### src/rtl/uart_tx_arbiter_pkg.sv
// Shared definitions for the UART transmit arbiter: FSM encodings, width helper.
package uart_tx_arbiter_pkg;

   localparam logic [1:0] ST_IDLE      = 2'd0;
   localparam logic [1:0] ST_SEND      = 2'd1;
   localparam logic [1:0] ST_WAIT_DONE = 2'd2;

   localparam int DEFAULT_DATA_W = 8;

   // Bits needed to index n items; never less than one bit.
   function automatic int clog2(input int n);
      int w;
      w = 0;
      for (int i = 0; i < 32; i++)
         if ((1 << w) < n) w = w + 1;
      return (w < 1) ? 1 : w;
   endfunction

endpackage

### src/rtl/uart_tx_arbiter_rr_pick.sv
// Combinational round-robin picker: first set request at or above ptr, wrapping.
module uart_tx_arbiter_rr_pick #(
   parameter int NUM_REQ = 4,
   parameter int IDW     = 2
) (
   input  logic [NUM_REQ-1:0] req,
   input  logic [IDW-1:0]     ptr,
   output logic               found,
   output logic [IDW-1:0]     idx
);

   localparam logic [IDW:0] N_V = NUM_REQ[IDW:0];

   logic [NUM_REQ-1:0] rot;
   logic [IDW-1:0]     hit;
   logic [IDW:0]       sum;

   // Rotate so ptr lands on bit 0, priority-encode, then rotate the index back.
   always_comb begin
      rot = '0;
      for (int i = 0; i < NUM_REQ; i++) begin
         int k;
         k = i + int'(ptr);
         if (k >= NUM_REQ) k = k - NUM_REQ;
         rot[i] = req[k];
      end
      found = |rot;
      hit   = '0;
      for (int i = NUM_REQ - 1; i >= 0; i--)
         if (rot[i]) hit = IDW'(i);
      sum = {1'b0, hit} + {1'b0, ptr};
      if (sum >= N_V) sum = sum - N_V;
      idx = sum[IDW-1:0];
   end

endmodule

### src/rtl/uart_tx_arbiter.sv
// Round-robin, packet-locked arbiter feeding one byte-serial UART transmitter.
module uart_tx_arbiter
   import uart_tx_arbiter_pkg::*;
#(
   parameter int NUM_REQ        = 4,
   parameter int DATA_W         = DEFAULT_DATA_W,
   parameter int TIMEOUT_CYCLES = 65535,
   localparam int IDW           = clog2(NUM_REQ)
) (
   input  logic                        clk,
   input  logic                        rst,
   input  logic [NUM_REQ-1:0]          req_valid,
   input  logic [NUM_REQ*DATA_W-1:0]   req_data,
   input  logic [NUM_REQ-1:0]          req_last,
   output logic [NUM_REQ-1:0]          req_ready,
   output logic                        tx_start,
   output logic [DATA_W-1:0]           tx_data,
   input  logic                        tx_busy,
   input  logic                        tx_done,
   output logic [IDW-1:0]              grant_id,
   output logic                        grant_active,
   output logic                        timeout_err
);

   localparam int              CNT_W    = clog2(TIMEOUT_CYCLES + 1);
   localparam logic [CNT_W-1:0] CNT_LAST = CNT_W'(TIMEOUT_CYCLES - 1);
   localparam logic [IDW-1:0]   ID_LAST  = IDW'(NUM_REQ - 1);

   logic [1:0]        state;
   logic [IDW-1:0]    ptr;
   logic [CNT_W-1:0]  wait_cnt;
   logic              last_q;

   logic              pick_found;
   logic [IDW-1:0]    pick_idx;
   logic              own_valid, own_last, xfer, wait_hit;
   logic [DATA_W-1:0] own_data;
   logic [IDW-1:0]    ptr_next;

   uart_tx_arbiter_rr_pick #(.NUM_REQ(NUM_REQ), .IDW(IDW)) u_pick (
      .req   (req_valid),
      .ptr   (ptr),
      .found (pick_found),
      .idx   (pick_idx)
   );

   // Owner's request view and the handshake; only the owner ever sees ready.
   always_comb begin
      own_valid = req_valid[grant_id];
      own_last  = req_last[grant_id];
      own_data  = req_data[grant_id*DATA_W +: DATA_W];
      xfer      = (state == ST_SEND) && !tx_busy && own_valid;
      wait_hit  = (wait_cnt == CNT_LAST);
      ptr_next  = (grant_id == ID_LAST) ? '0 : grant_id + 1'b1;
      req_ready = '0;
      if (state == ST_SEND && !tx_busy) req_ready[grant_id] = 1'b1;
   end

   // Arbitration FSM, byte launch and watchdog; tx_done beats the watchdog.
   always_ff @(posedge clk or posedge rst) begin
      if (rst) begin
         state        <= ST_IDLE;
         ptr          <= '0;
         wait_cnt     <= '0;
         last_q       <= 1'b0;
         tx_start     <= 1'b0;
         tx_data      <= '0;
         grant_id     <= '0;
         grant_active <= 1'b0;
         timeout_err  <= 1'b0;
      end else begin
         tx_start    <= 1'b0;
         timeout_err <= 1'b0;
         case (state)
            ST_IDLE: begin
               if (pick_found) begin
                  grant_id     <= pick_idx;
                  grant_active <= 1'b1;
                  state        <= ST_SEND;
                  wait_cnt     <= '0;
               end
            end
            ST_SEND: begin
               if (xfer) begin
                  tx_data  <= own_data;
                  last_q   <= own_last;
                  tx_start <= 1'b1;
                  state    <= ST_WAIT_DONE;
                  wait_cnt <= '0;
               end else if (!own_valid) begin
                  if (wait_hit) begin
                     timeout_err  <= 1'b1;
                     grant_active <= 1'b0;
                     ptr          <= ptr_next;
                     state        <= ST_IDLE;
                     wait_cnt     <= '0;
                  end else begin
                     wait_cnt <= wait_cnt + 1'b1;
                  end
               end
            end
            ST_WAIT_DONE: begin
               if (tx_done) begin
                  wait_cnt <= '0;
                  if (last_q) begin
                     grant_active <= 1'b0;
                     ptr          <= ptr_next;
                     state        <= ST_IDLE;
                  end else begin
                     state <= ST_SEND;
                  end
               end else if (wait_hit) begin
                  timeout_err  <= 1'b1;
                  grant_active <= 1'b0;
                  ptr          <= ptr_next;
                  state        <= ST_IDLE;
                  wait_cnt     <= '0;
               end else begin
                  wait_cnt <= wait_cnt + 1'b1;
               end
            end
            default: state <= ST_IDLE;
         endcase
      end
   end

endmodule

### config.mk
export PLATFORM = sky130hd
export DESIGN_NAME = uart_tx_arbiter
export DESIGN_NICKNAME = d
export VERILOG_FILES = /design/src/rtl/uart_tx_arbiter_pkg.sv /design/src/rtl/uart_tx_arbiter_rr_pick.sv /design/src/rtl/uart_tx_arbiter.sv
export SDC_FILE = /design/constraint.sdc
export NUM_CORES = 1
export LEC_CHECK = 0
export CAP_MARGIN = 20
export CORE_MARGIN = 5
export CORE_UTILIZATION = 44
export DETAILED_ROUTE_END_ITERATION = 12
export PLACE_DENSITY = 0.74
export SETUP_SLACK_MARGIN = 0.1
export SLEW_MARGIN = 20
export SYNTH_ARGS = -nofsm -noshare
export SYNTH_HDL_FRONTEND = slang
export SYNTH_SLANG_ARGS = --single-unit
### constraint.sdc
create_clock -name clk -period 2 [get_ports clk]
set_input_delay 0.3 -clock clk [delete_from_list [all_inputs] [get_ports clk]]
set_output_delay 0.3 -clock clk [all_outputs]
set_load 0.02 [all_outputs]
==> impl_metrics.json, run 1 <==
{
  "outcome": "complete, but fails checks",
  "violations": "setup timing",
  "total_leakage_power_nw": 1.49,
  "finClkSkew_ns": 0.00676,
  "antenna_cells": 0,
  "die_w_um": 82.2,
  "synth_edf_count": 0,
  "fin_setup_tns_ns": -0.270,
  "dp_hpwl_um": 4380,
  "wl_per_cell_um": 16.4,
  "ys_seq_area_share_pct": 37.1,
  "syn2layout_area_growth_pct": 55.0,
  "drc": 0,
  "nets": 373,
  "drt-vias-per-instance": 5.53,
  "clock_latency_ns": 0.29,
  "drive_gt1_share_pct": 32.9,
  "antenna_found_initial": 0,
  "hp-class": "in2async",
  "worstPathCellList": "mux4_2, a21o_1, a211oi_4, nand2_4, buf_12, o311ai_2",
  "postSynthRegisterBits": 34,
  "drt_wl_total_um": 6370,
  "ys_dominant_reg_cell": "dfrtp_1",
  "clkSinkCount": 34,
  "first_global_vias": 2212,
  "critPathMaxStageDelay_ns": 0.53,
  "cts_buffers": 5,
  "clkSlewWorstSetupHoldPaths_ns": 0.08,
  "synth_top_family_by_area": "compound AO/OA/AOI/OAI gates",
  "ir_drop_mv": 0.751,
  "core_area_mm2": 0.00507,
  "synth_simple_gate_area_share_pct": 17.1,
  "hold_violations": 0,
  "cts.root.buffer_cell": "clkbuf_8",
  "finalSetupViolCount": 11,
  "async_reset_ff_share_pct": 100,
  "drtPass1Iterations": 4,
  "critPathRequiredTime_ns": 2.20,
  "rsz0062_at_grt": "true",
  "grt_overflow": 0,
  "finalCritPeriodShare_pct": 102,
  "cp-end-kind": "flop",
  "cap_viol_max_count": 0,
  "setup_ws_ns": -0.0450,
  "cp-start-kind": "flop",
  "drv_slew": 0,
  "synth-compound-area-share_pct": 18.3,
  "hold_slack_ns": 0.410,
  "grt_first_pass_wirelength_um": 10300,
  "clk_path_buf_depth": 2,
  "tightestPinTransition_ns": 0.452,
  "cpMaxStageDelayCell": "mux4_2",
  "yosysUniqueCellTypes": 44,
  "dieArea_mm2": 0.00676,
  "die_y_um": 82.2,
  "place.gp.congestion": 0.909,
  "rows": 26,
  "nFillCells": 411,
  "htree_levels": 2,
  "max_freq_mhz": 489,
  "ys.warnings.count": 0,
  "vias": 2151,
  "syn_avg_cell_area_um2": 10.4,
  "antenna_left": 0,
  "io_pins": 61,
  "placedCellCount": 369,
  "synth-adder-area-share_pct": 5.99,
  "numPortBuffers": 60,
  "yosys-mux-area-fraction_pct": 16.5,
  "maxSlewHeadroom_pct": 69.6,
  "synth_fp_nets": 275,
  "track_usage_pct": 20.1,
  "synthCells": 220,
  "cts_tree": "yes",
  "initial_core_util_pct": 45.2,
  "critPathArrivalTime_ns": 2.25,
  "critPathKind": "reg2reg",
  "powerDensity_mw_per_mm2": 1240,
  "worstRegToRegCells": 6,
  "fin_crit_ns": 2.04,
  "fin_cells": 389,
  "crit_fanout": 5,
  "drt_iter0_markers": 106,
  "grt_max_degree": 35,
  "syn-cell-area_mm2": 0.00230,
  "synth_xor_area_share_pct": 0.763
}
==> through the flow <==
| step | cell area [µm²] | utilization, % | worst slack [ns] | total power [W] |
|---|---|---|---|---|
| finish | 3560 | 70.1 | -0.0450 | 0.00442 |
| global route | 3560 | 70.1 | -0.124 | 0.00470 |
| CTS | 3400 | 67.0 | 0.00450 | 0.00421 |
| detailed placement | 3160 | 62.3 | -0.355 | 0.00324 |
| global placement | 3160 | 62.3 | -0.286 | 0.00320 |
| floorplan | 2300 | - | -0.164 | 0.00238 |
==> worst max-delay path, delay by kind of cell, from the launching register on <==
family | cells | cell delay (ns)
AO/OA/AOI/OAI | 3 | 0.73
buffers and inverters | 1 | 0.17
flip-flops | 1 | 0.38
multiplexers | 1 | 0.53
AND/OR/NAND/NOR | 1 | 0.14
==> layer usage <==
| layer | GRT usage (%) | wire (µm) |
|---|---|---|
| met5 | 0 | 0 |
| met2 | 38.4 | 3620 |
| met4 | 6.15 | 88 |
| met1 | 22.3 | 2410 |
| met3 | 3.69 | 254 |
==> final timing paths <==
kind	slack (ns)	to	from
min in group clk	0.51	tx_data[7]	tx_data[7]
hold reg to reg	0.51	tx_data[7]	tx_data[7]
max in group asynchronous	1.25	grant_id[0]	rst
setup reg to reg	-0.04	wait_cnt[6]	grant_id[0]
hold / removal	0.41	wait_cnt[8]	rst
setup / recovery	-0.04	wait_cnt[6]	grant_id[0]
==> area by class of cell <==
| class | count | area (µm²) | share of cell area [%] |
|---|---|---|---|
| sequential | 34 | 853 | 24.0 |
| multi-input combinational | 165 | 1500 | 42.0 |
| timing repair buffer | 99 | 936 | 26.3 |
| clock buffer | 5 | 68.8 | 1.93 |
| inverter | 13 | 48.8 | 1.37 |
| tap | 70 | 87.6 | 2.46 |
| clock inverter | 3 | 68.8 | 1.93 |
==> cells by family (layout without fill, tap and decap cells) <==
| family | count (synthesis) | count (layout) |
|---|---|---|
| compound gates | 53 | 53 |
| xor+xnor | 2 | 2 |
| fa+ha+maj | 11 | 11 |
| buf+inv | 21 | 120 |
| flops | 34 | 34 |
| mux | 24 | 24 |
| simple gates | 75 | 75 |
==> layout by cell type, fill, tap and decap left out, types with 4 or more instances in the layout <==
cell type / synthesis / final
clkbuf_8: 0 / 5
inv_1: 13 / 12
dlygate4sd2_1: 0 / 4
a31oi_1: 7 / 5
and3_1: 5 / 5
and2_1: 9 / 9
nand3_1: 14 / 11
a21oi_1: 9 / 6
dfrtp_1: 34 / 32
nand4_1: 6 / 6
o21bai_1: 5 / 5
ha_1: 11 / 9
nor2_1: 7 / 7
mux4_2: 10 / 10
buf_4: 1 / 32
clkdlybuf4s50_1: 0 / 52
mux2_2: 10 / 10
o31ai_2: 6 / 5
buf_12: 0 / 4
o21ai_1: 4 / 4
nand2_1: 21 / 21
o21ai_0: 6 / 4
==> what timing repair did <==
action	in CTS	in global routing
setup buffers	4	8
pin swaps	5	3
setup endpoints to repair	24	24
hold buffers	0	0
gates cloned	0	0
resized for setup	32	22
==> report_power, final <==
part / switching [W] / internal (W)
combinational: 0.00125 / 0.00136
clock: 0.000285 / 0.000500
sequential: 0.000148 / 0.000875
total: 0.00169 / 0.00273
==> cells in the mapped netlist (3+ instances only) <==
library cell / instances / area (µm²)
o21ai_0: 6 / 30.0
nand4_1: 6 / 37.5
a21oi_1: 9 / 45.0
and3_1: 5 / 31.3
mux2_2: 10 / 113
o21ai_1: 4 / 20.0
clkbuf_1: 3 / 11.3
o31ai_2: 6 / 75.1
o311ai_1: 3 / 26.3
nand2_1: 21 / 78.8
inv_1: 13 / 48.8
ha_1: 11 / 138
dfrtp_1: 34 / 851
nor3_1: 3 / 15.0
nand3_1: 14 / 70.1
and2_1: 9 / 56.3
mux4_2: 10 / 225
a31oi_1: 7 / 43.8
o311ai_2: 3 / 48.8
nor2_1: 7 / 26.3
o21bai_1: 5 / 37.5
nand2b_1: 3 / 18.8
mux2i_1: 3 / 30.0
==> sequential cells by signal, summed over array words and instances, names as in the netlist, 2 cells and up <==
name      cells
ptr           2
wait_cnt     16
grant_id      2
tx_data       8
state         2
No activity file was read; power rests on OpenSTA's default activity.
==> inputs of run 2 (changes only) <==
- SETUP_SLACK_MARGIN: 0.1 -> 0.5
==> impl_metrics.json, run 2 (synthesized netlist as in run 1, its figures left out) <==
{
  "outcome": "complete, but fails checks",
  "violations": "setup timing",
  "fin_crit_ns": 2.03,
  "cts.root.buffer_cell": "clkbuf_8",
  "critPathArrivalTime_ns": 2.21,
  "worstPathCellList": "mux4_2, a21o_1, a211oi_4, buf_6, buf_6, nand3_2, o311ai_4",
  "final_util_pct": 72.8,
  "rows": 26,
  "place.gp.congestion": 0.892,
  "cts_buffers": 5,
  "vias": 2187,
  "critPathRequiredTime_ns": 2.18,
  "cpMaxStageDelayCell": "mux4_2",
  "crit_fanout": 5,
  "finClkSkew_ns": 0.00230,
  "drtPass1Iterations": 4,
  "hp-class": "in2async",
  "largest_reg_flops": 16,
  "die_y_um": 82.2,
  "io_pins": 61,
  "final_common_cell": "clkdlybuf4s50_1",
  "cap_viol_max_count": 0,
  "nets": 376,
  "clock_latency_ns": 0.28,
  "max_freq_mhz": 494,
  "die_w_um": 82.2,
  "drt_iter0_markers": 105,
  "dieArea_mm2": 0.00676,
  "grt_first_pass_wirelength_um": 10600,
  "reg_top3": "wait_cnt (16), tx_data (8)",
  "htree_levels": 2,
  "place_area_mm2": 0.00317,
  "path_common_cell": "buf_6",
  "largest-register": "wait_cnt",
  "hold_violations": 0,
  "finalCritPeriodShare_pct": 101,
  "syn2layout_area_growth_pct": 61.0,
  "wl_per_cell_um": 17.4,
  "ir_drop_mv": 0.824,
  "critPathKind": "reg2reg",
  "core_area_mm2": 0.00507,
  "nFillCells": 366,
  "cp-start-kind": "flop",
  "hold_slack_ns": 0.326,
  "drive_gt1_share_pct": 41.0,
  "grt_max_degree": 22,
  "final_area_mm2": 0.00370,
  "drt-vias-per-instance": 5.58,
  "setup_ws_ns": -0.0263,
  "clk_path_buf_depth": 2,
  "p_total_w": 0.00436,
  "drv_slew": 0,
  "cts_tree": "yes",
  "total_leakage_power_nw": 1.52,
  "tightestPinTransition_ns": 0.454,
  "rsz0062_at_grt": "true",
  "finalSetupViolCount": 6,
  "dp_hpwl_um": 4550,
  "critPathMaxStageDelay_ns": 0.55,
  "clkSinkCount": 34,
  "final_cell_mix": "clkdlybuf4s50_1, buf_4, dfrtp_1, nand2_1, dlygate4sd2_1",
  "drt_wl_total_um": 6830,
  "initial_core_util_pct": 45.2,
  "grt_overflow": 0,
  "track_usage_pct": 20.6,
  "maxSlewHeadroom_pct": 69.5,
  "drc": 0,
  "fin_setup_tns_ns": -0.0879,
  "first_global_vias": 2216,
  "clkSlewWorstSetupHoldPaths_ns": 0.07,
  "cp-end-kind": "flop",
  "numPortBuffers": 60,
  "powerDensity_mw_per_mm2": 1180,
  "antenna_left": 0,
  "antenna_cells": 0,
  "antenna_found_initial": 0
}
run 2: path summary, 6_finish.rpt:
check / start / endpoint / slack [ns] / depth (start not counted)
setup / recovery: grant_id[0] / wait_cnt[4] / -0.03 / 7
max in group asynchronous: rst / ptr[1] / 1.37 / 3
hold reg to reg: tx_data[0] / tx_data[0] / 0.50 / 1
hold / removal: rst / wait_cnt[3] / 0.33 / 3
min in group clk: tx_data[0] / tx_data[0] / 0.50 / 1
setup reg to reg: grant_id[0] / wait_cnt[4] / -0.03 / 7
run 2: through the flow:
stage / instances / setup slack, ns
after CTS: 391 / -0.0312
after global placement: 372 / -0.304
after detailed placement: 372 / -0.375
final: 392 / -0.0263
after global routing: 392 / -0.0724
after floorplan: 220 / -0.164
run 2: report_power, final:
| part | total (W) | switching [W] | internal (W) |
|---|---|---|---|
| combinational | 0.00280 | 0.00141 | 0.00139 |
| sequential | 0.00103 | 0.000150 | 0.000879 |
| clock | 0.000525 | 0.000247 | 0.000278 |
| total | 0.00436 | 0.00180 | 0.00255 |
run 2: layer usage:
layer	wire [µm]	vias to the layer above	track usage, %
met5	0	-	0
met4	86	0	5.15
met3	243	6	3.47
met2	3580	54	37.6
met1	2910	1099	25.1
li1	-	1028	-
run 2: final cells by class:
| cell class | instances | area (µm²) | area share [%] |
|---|---|---|---|
| Multi-Input combinational cell | 166 | 1640 | 44.2 |
| Timing Repair Buffer | 101 | 970 | 26.2 |
| Sequential cell | 34 | 858 | 23.2 |
| Tap cell | 70 | 87.6 | 2.37 |
| Clock buffer | 7 | 86.3 | 2.34 |
| Inverter | 13 | 53.8 | 1.46 |
| Clock inverter | 1 | 5.00 | 0.135 |
run 2: timing repair:
item | 4_1_cts | 5_1_grt
gates cloned | 1 | 0
hold buffers | 0 | 0
resized for setup | 79 | 43
pin swaps | 16 | 7
endpoints found under the setup margin | 51 | 38
setup buffers | 10 | 1
run 2: critical path: cells and delay by family (launching register included):
family                 cells  cell delay [ns]
AOI/OAI and AO/OA          3             0.54
buffers and inverters      2             0.34
DFF                        1             0.38
muxes                      1             0.55
and+or+nand+nor            1             0.10
==> patch 1, RTL diff (settings of run 2) <==
The parameter `TIMEOUT_CYCLES` goes from 65535 to 131070.
--- a/src/rtl/uart_tx_arbiter.sv
+++ b/src/rtl/uart_tx_arbiter.sv
@@ -5,5 +5,5 @@
    parameter int NUM_REQ        = 4,
    parameter int DATA_W         = DEFAULT_DATA_W,
-   parameter int TIMEOUT_CYCLES = 65535,
+   parameter int TIMEOUT_CYCLES = 131070,
    localparam int IDW           = clog2(NUM_REQ)
 ) (
Behaviour: same outputs for any inputs over 4 cycles, from zero or initial values and one cycle with rst high; that may be too few to reach the edited logic, so the function may still have changed.
==> patch 1 against run 2 <==
- area after synthesis grew 2.4%
- sequential cell count up 1
- worst setup slack improved by 0.038 ns
- final area is 3.8% higher
- die area rose by 2.1%
- routed wire length rose by 3.2%
- power grew 9.8%
- synthesized cell count grew 7.3%
- critical path type unchanged
==> patch 1: results (changes against run 2) <==
[critical_path]
max_stage_delay_ns = 0.44  ; -0.11 ns
critical-path-top-delay-family = simple AND/OR/NAND/NOR gates
critPathMaxFanout = 5  ; unchanged
cp_slowest_cell = or3b_1

[synth]
synthTopCellsByArea = dfrtp_1 (37%), mux4_2 (9.6%), ha_1 (5.9%), mux2_2 (5.3%), nand2_1 (3.8%)
synth.distinct_cells = 49  ; +11%
synth-xor-area-share_pct = 0.7451  ; -0.018 points
synthMuxAreaShare_pct = 16.13  ; -0.39 points
synth_nets = 291  ; +5.8%
synthTopCellsByCount = dfrtp_1 (35), nand2_1 (24), nor2_1 (15)
synth-seq-area-share_pct = 37.25  ; +0.20 points

[clock_network]
ctsResizeCount = 49  ; -38%
cts_setup_buffers = 6  ; -4
clock_latency_ns = 0.29

[power]
seq_power_share_pct = 22.0  ; -1.6 points
comb_power_share_pct = 61.8  ; -2.5 points
power.internal_mw = 2.916  ; +14%
p_switching_mw = 1.865  ; +3.4%
leakage_nw = 1.675  ; +10%

[finish]
num-nets-final = 404  ; +7.4%
reg.largest.list = wait_cnt x17, tx_data x8
fillers = 363  ; -0.82%

[grt]
grt_pass1_wl_mm = 10.97  ; +3.1%
grt_pass1_vias = 2352  ; +6.1%
track_usage_pct = 19.04  ; -1.6 points

[placed_design]
post-place-ws_ns = -0.2753  ; +0.09964 ns
place.gp.congestion = 0.9397  ; +5.4%

[drt]
wirelength_mm = 7.045  ; +3.2%
drt_iter0_markers = 194  ; +85%

[sta]
worst_pin_slew_ns = 0.4467  ; -0.006956 ns
fin_skew_ns = 0.004743  ; +0.002439 ns

[run_status]
status = finished, final reports clean

-- patch 1: changes by cell type after synthesis, moves of 4 or more --
cell | run 2 | this run
o31ai_1 | 1 | 6
buf_2 | 1 | 5
nand3_1 | 14 | 9
o21bai_1 | 5 | 0
o31ai_2 | 6 | 0
a22o_1 | 2 | 8
nor2_1 | 7 | 15
-- patch 1: per-stage QoR --
stage | instance area, um^2 | setup TNS, ns | cells
floorplan | 2389 | -0.05723 | 236
global placement | 3304 | -5.098 | 394
detailed placement | 3304 | -6.044 | 394
CTS | 3535 | 0 | 408
global route | 3835 | -0.2809 | 420
finish | 3835 | 0 | 420
-- patch 1: area by class of cell --
type | instances | area share [%]
Multi-Input combinational cell | 180 | 40.98
Timing Repair Buffer | 116 | 29.00
Inverter | 11 | 1.207
Clock inverter | 3 | 1.762
Clock buffer | 5 | 1.794
Tap cell | 70 | 2.284
Sequential cell | 35 | 22.97
-- patch 1: path summary, 6_finish.rpt --
kind	from	to	slack, ns	depth (start not counted)
min in group clk	grant_active$_DFFE_PP0P_	grant_active$_DFFE_PP0P_	0.49	2
max	wait_cnt[9]$_DFFE_PP0P_	wait_cnt[15]$_DFFE_PP0P_	0.01	6
max reg2reg	wait_cnt[9]$_DFFE_PP0P_	wait_cnt[15]$_DFFE_PP0P_	0.01	6
max in group asynchronous	rst	wait_cnt[3]$_DFFE_PP0P_	1.26	3
min	rst	timeout_err$_DFF_PP0_	0.41	3
min reg2reg	grant_active$_DFFE_PP0P_	grant_active$_DFFE_PP0P_	0.49	2
-- patch 1: per-layer routing --
layer	share of wire, %	vias up	wire length, um	GRT usage (%)
met2	54	87	3815	34.33
li1	-	1107	-	-
met1	38	1145	2664	21.73
met3	7.3	8	512	5.644
met4	0.75	0	53	5.349
met5	0	-	0	0
==> patch 2, RTL diff (config.mk and constraints of run 2) <==
Without the edit above. Put one more register stage on the output `timeout_err`, cleared by the reset. The value now appears one clock later. The other outputs are not delayed to match.
--- a/src/rtl/uart_tx_arbiter.sv
+++ b/src/rtl/uart_tx_arbiter.sv
@@ -26,4 +26,6 @@
    localparam logic [CNT_W-1:0] CNT_LAST = CNT_W'(TIMEOUT_CYCLES - 1);
    localparam logic [IDW-1:0]   ID_LAST  = IDW'(NUM_REQ - 1);
+
+   logic timeout_err_s0;
 
    logic [1:0]        state;
@@ -68,8 +70,8 @@
          grant_id     <= '0;
          grant_active <= 1'b0;
-         timeout_err  <= 1'b0;
+         timeout_err_s0 <= 1'b0;
       end else begin
          tx_start    <= 1'b0;
-         timeout_err <= 1'b0;
+         timeout_err_s0 <= 1'b0;
          case (state)
             ST_IDLE: begin
@@ -90,5 +92,5 @@
                end else if (!own_valid) begin
                   if (wait_hit) begin
-                     timeout_err  <= 1'b1;
+                     timeout_err_s0 <= 1'b1;
                      grant_active <= 1'b0;
                      ptr          <= ptr_next;
@@ -111,5 +113,5 @@
                   end
                end else if (wait_hit) begin
-                  timeout_err  <= 1'b1;
+                  timeout_err_s0 <= 1'b1;
                   grant_active <= 1'b0;
                   ptr          <= ptr_next;
@@ -125,4 +127,12 @@
    end
 
+   always_ff @(posedge clk or posedge rst) begin
+      if (rst) begin
+         timeout_err <= '0;
+      end else begin
+         timeout_err <= timeout_err_s0;
+      end
+   end
+
 endmodule
 
Check against the original RTL: same outputs for any inputs over 4 cycles, from zero or initial values and one cycle with rst high; that may be too few to reach the edited logic, so the function may still have changed.
==> patch 2 against run 2 <==
- fmax increased by 4.4%
- die area decreased by 1.1%
- final area increased by 3.5%
- clock skew increased by 0.0044 ns
- sequential cell count increased by 1
- non-clock buffer count increased by 28
- area after synthesis decreased by 1.3%
- power increased by 12%
- routed wire length increased by 4.2%
- worst setup slack improved by 0.086 ns
- critical path type is now reg -> out
- critical endpoint is now req_ready[1]
==> patch 2: results (changes against run 2) <==
[run_status]
status = finished, final reports clean

[placed_design]
hpwl_mm = 4.652  ; +2.1%
place.gp.congestion = 0.8671  ; -2.7%
post-place-ws_ns = -0.3258  ; +0.04917 ns
place_area_um2 = 3278  ; +3.3%

[sta]
worst_pin_slew_ns = 0.4350  ; -0.01861 ns
fin_skew_ns = 0.006656  ; +0.004352 ns

[synth]
synthTopCellsByArea = dfrtp_1 (39%), mux4_2 (8.9%), mux2_2 (6.5%), ha_1 (6.1%), o21ai_0 (4.0%)
synth.distinct_cells = 42  ; -4.5%
synth_nets = 276  ; +0.36%
synth-seq-area-share_pct = 38.63  ; +1.6 points
synthTopCellsByCount = dfrtp_1 (35), nor2_1 (21), o21ai_0 (18)

[power]
ir_drop_uv = 864.9  ; +4.9%
p_switching_mw = 1.927  ; +6.8%
leakage_nw = 1.739  ; +14%

[grt]
grt_max_degree = 36  ; +64%
track_usage_pct = 22.33  ; +1.7 points
grt_pass1_wl_mm = 11.38  ; +6.9%
grt_pass1_vias = 2482  ; +12%

[critical_path]
cp_slowest_cell = dfrtp_2
critPathMaxFanout = 6  ; +1
arrival_ns = 1.64  ; -0.57 ns
critical-path-top-delay-family = buffers and inverters

[hold_path]
hold_class = reg -> reg

[clock_network]
cts_hold_buf = 0  ; unchanged
ctsResizeCount = 88  ; +11%
cts_setup_buffers = 21  ; +11

[drt]
drt_iter0_markers = 132  ; +26%
wirelength_mm = 7.110  ; +4.2%

[finish]
drive_gt1_share_pct = 42.05  ; +1.1 points

-- patch 2: cell types whose count changed after synthesis, sizes merged, moves of 4 or more --
cell / delta
o21bai: -5
o31ai: -6
nor2: +15
nand3: -8
a22o: +7
nor3: +4
o21ai: +9
a31oi: -7
o311ai: -6
nand2: -5
-- patch 2: metal layers --
metal | global-route usage, % | share of wire, % | routed length, um
met5 | 0 | 0 | 0
met4 | 6.645 | 1.7 | 121
met3 | 6.689 | 7.3 | 521
met2 | 41.11 | 54 | 3836
met1 | 24.50 | 37 | 2631
-- patch 2: area by class of cell --
class,count,area [um^2]
Multi-Input combinational cell,169,1540
Inverter,11,41.29
Tap cell,70,87.58
Clock inverter,1,5.005
Fill cell,316,1217
Clock buffer,7,76.32
Timing Repair Buffer,129,1195
Sequential cell,35,879.6
-- patch 2: kinds of logic (layout without fill, tap and decap cells) --
group | Yosys count | after routing | share of synthesized area (%)
AO/OA/AOI/OAI | 47 | 48 | 13.91
AND/OR/NAND/NOR | 85 | 85 | 20.48
multiplexers | 23 | 23 | 16.56
buffers and inverters | 18 | 148 | 3.587
adder cells (fa/ha/maj) | 11 | 11 | 6.071
XOR/XNOR | 2 | 2 | 0.7728
flip-flops | 35 | 35 | 38.63
-- patch 2: stage by stage --
| step | utilization, % | hold WS [ns] | cells | setup TNS, ns | power, mW |
|---|---|---|---|---|---|
| 6_report | 75.86 | 0.3441 | 422 | 0 | 4.872 |
| 5_1_grt | 75.86 | 0.3638 | 422 | -0.04948 | 5.165 |
| 4_1_cts | 73.25 | 0.3519 | 419 | 0 | 4.538 |
| 3_5_place_dp | 65.01 | 0.3405 | 388 | -6.580 | 3.544 |
| 3_3_place_gp | 65.01 | 0.3400 | 388 | -5.658 | 3.485 |
| 2_1_floorplan | - | 0.3312 | 221 | -0.09353 | 2.513 |
-- patch 2: power by group through the flow --
stage / sequential, mW / clock, mW / combinational (mW)
CTS: 1.03 / 0.511 / 3.00
finish: 1.05 / 0.499 / 3.33
detailed placement: 1.03 / 0 / 2.51
global route: 1.07 / 0.548 / 3.55
global placement: 1.02 / 0 / 2.47
floorplan: 1.18 / 0 / 1.34
-- patch 2: path summary, 6_finish.rpt --
path | start | end | slack, ns | cells past startpoint
worst max-delay path | grant_id[0]$_DFFE_PP0P_ | req_ready[1] | 0.06 | 7
worst min-delay path | timeout_err_s0$_DFF_PP0_ | timeout_err$_DFF_PP0_ | 0.34 | 0
worst max register to register | wait_cnt[0]$_DFFE_PP0P_ | ptr[1]$_DFFE_PP0P_ | 0.07 | 7
worst min register to register | timeout_err_s0$_DFF_PP0_ | timeout_err$_DFF_PP0_ | 0.34 | 0
max in group asynchronous | rst | grant_id[0]$_DFFE_PP0P_ | 1.26 | 3
min in group asynchronous | rst | wait_cnt[2]$_DFFE_PP0P_ | 0.41 | 3
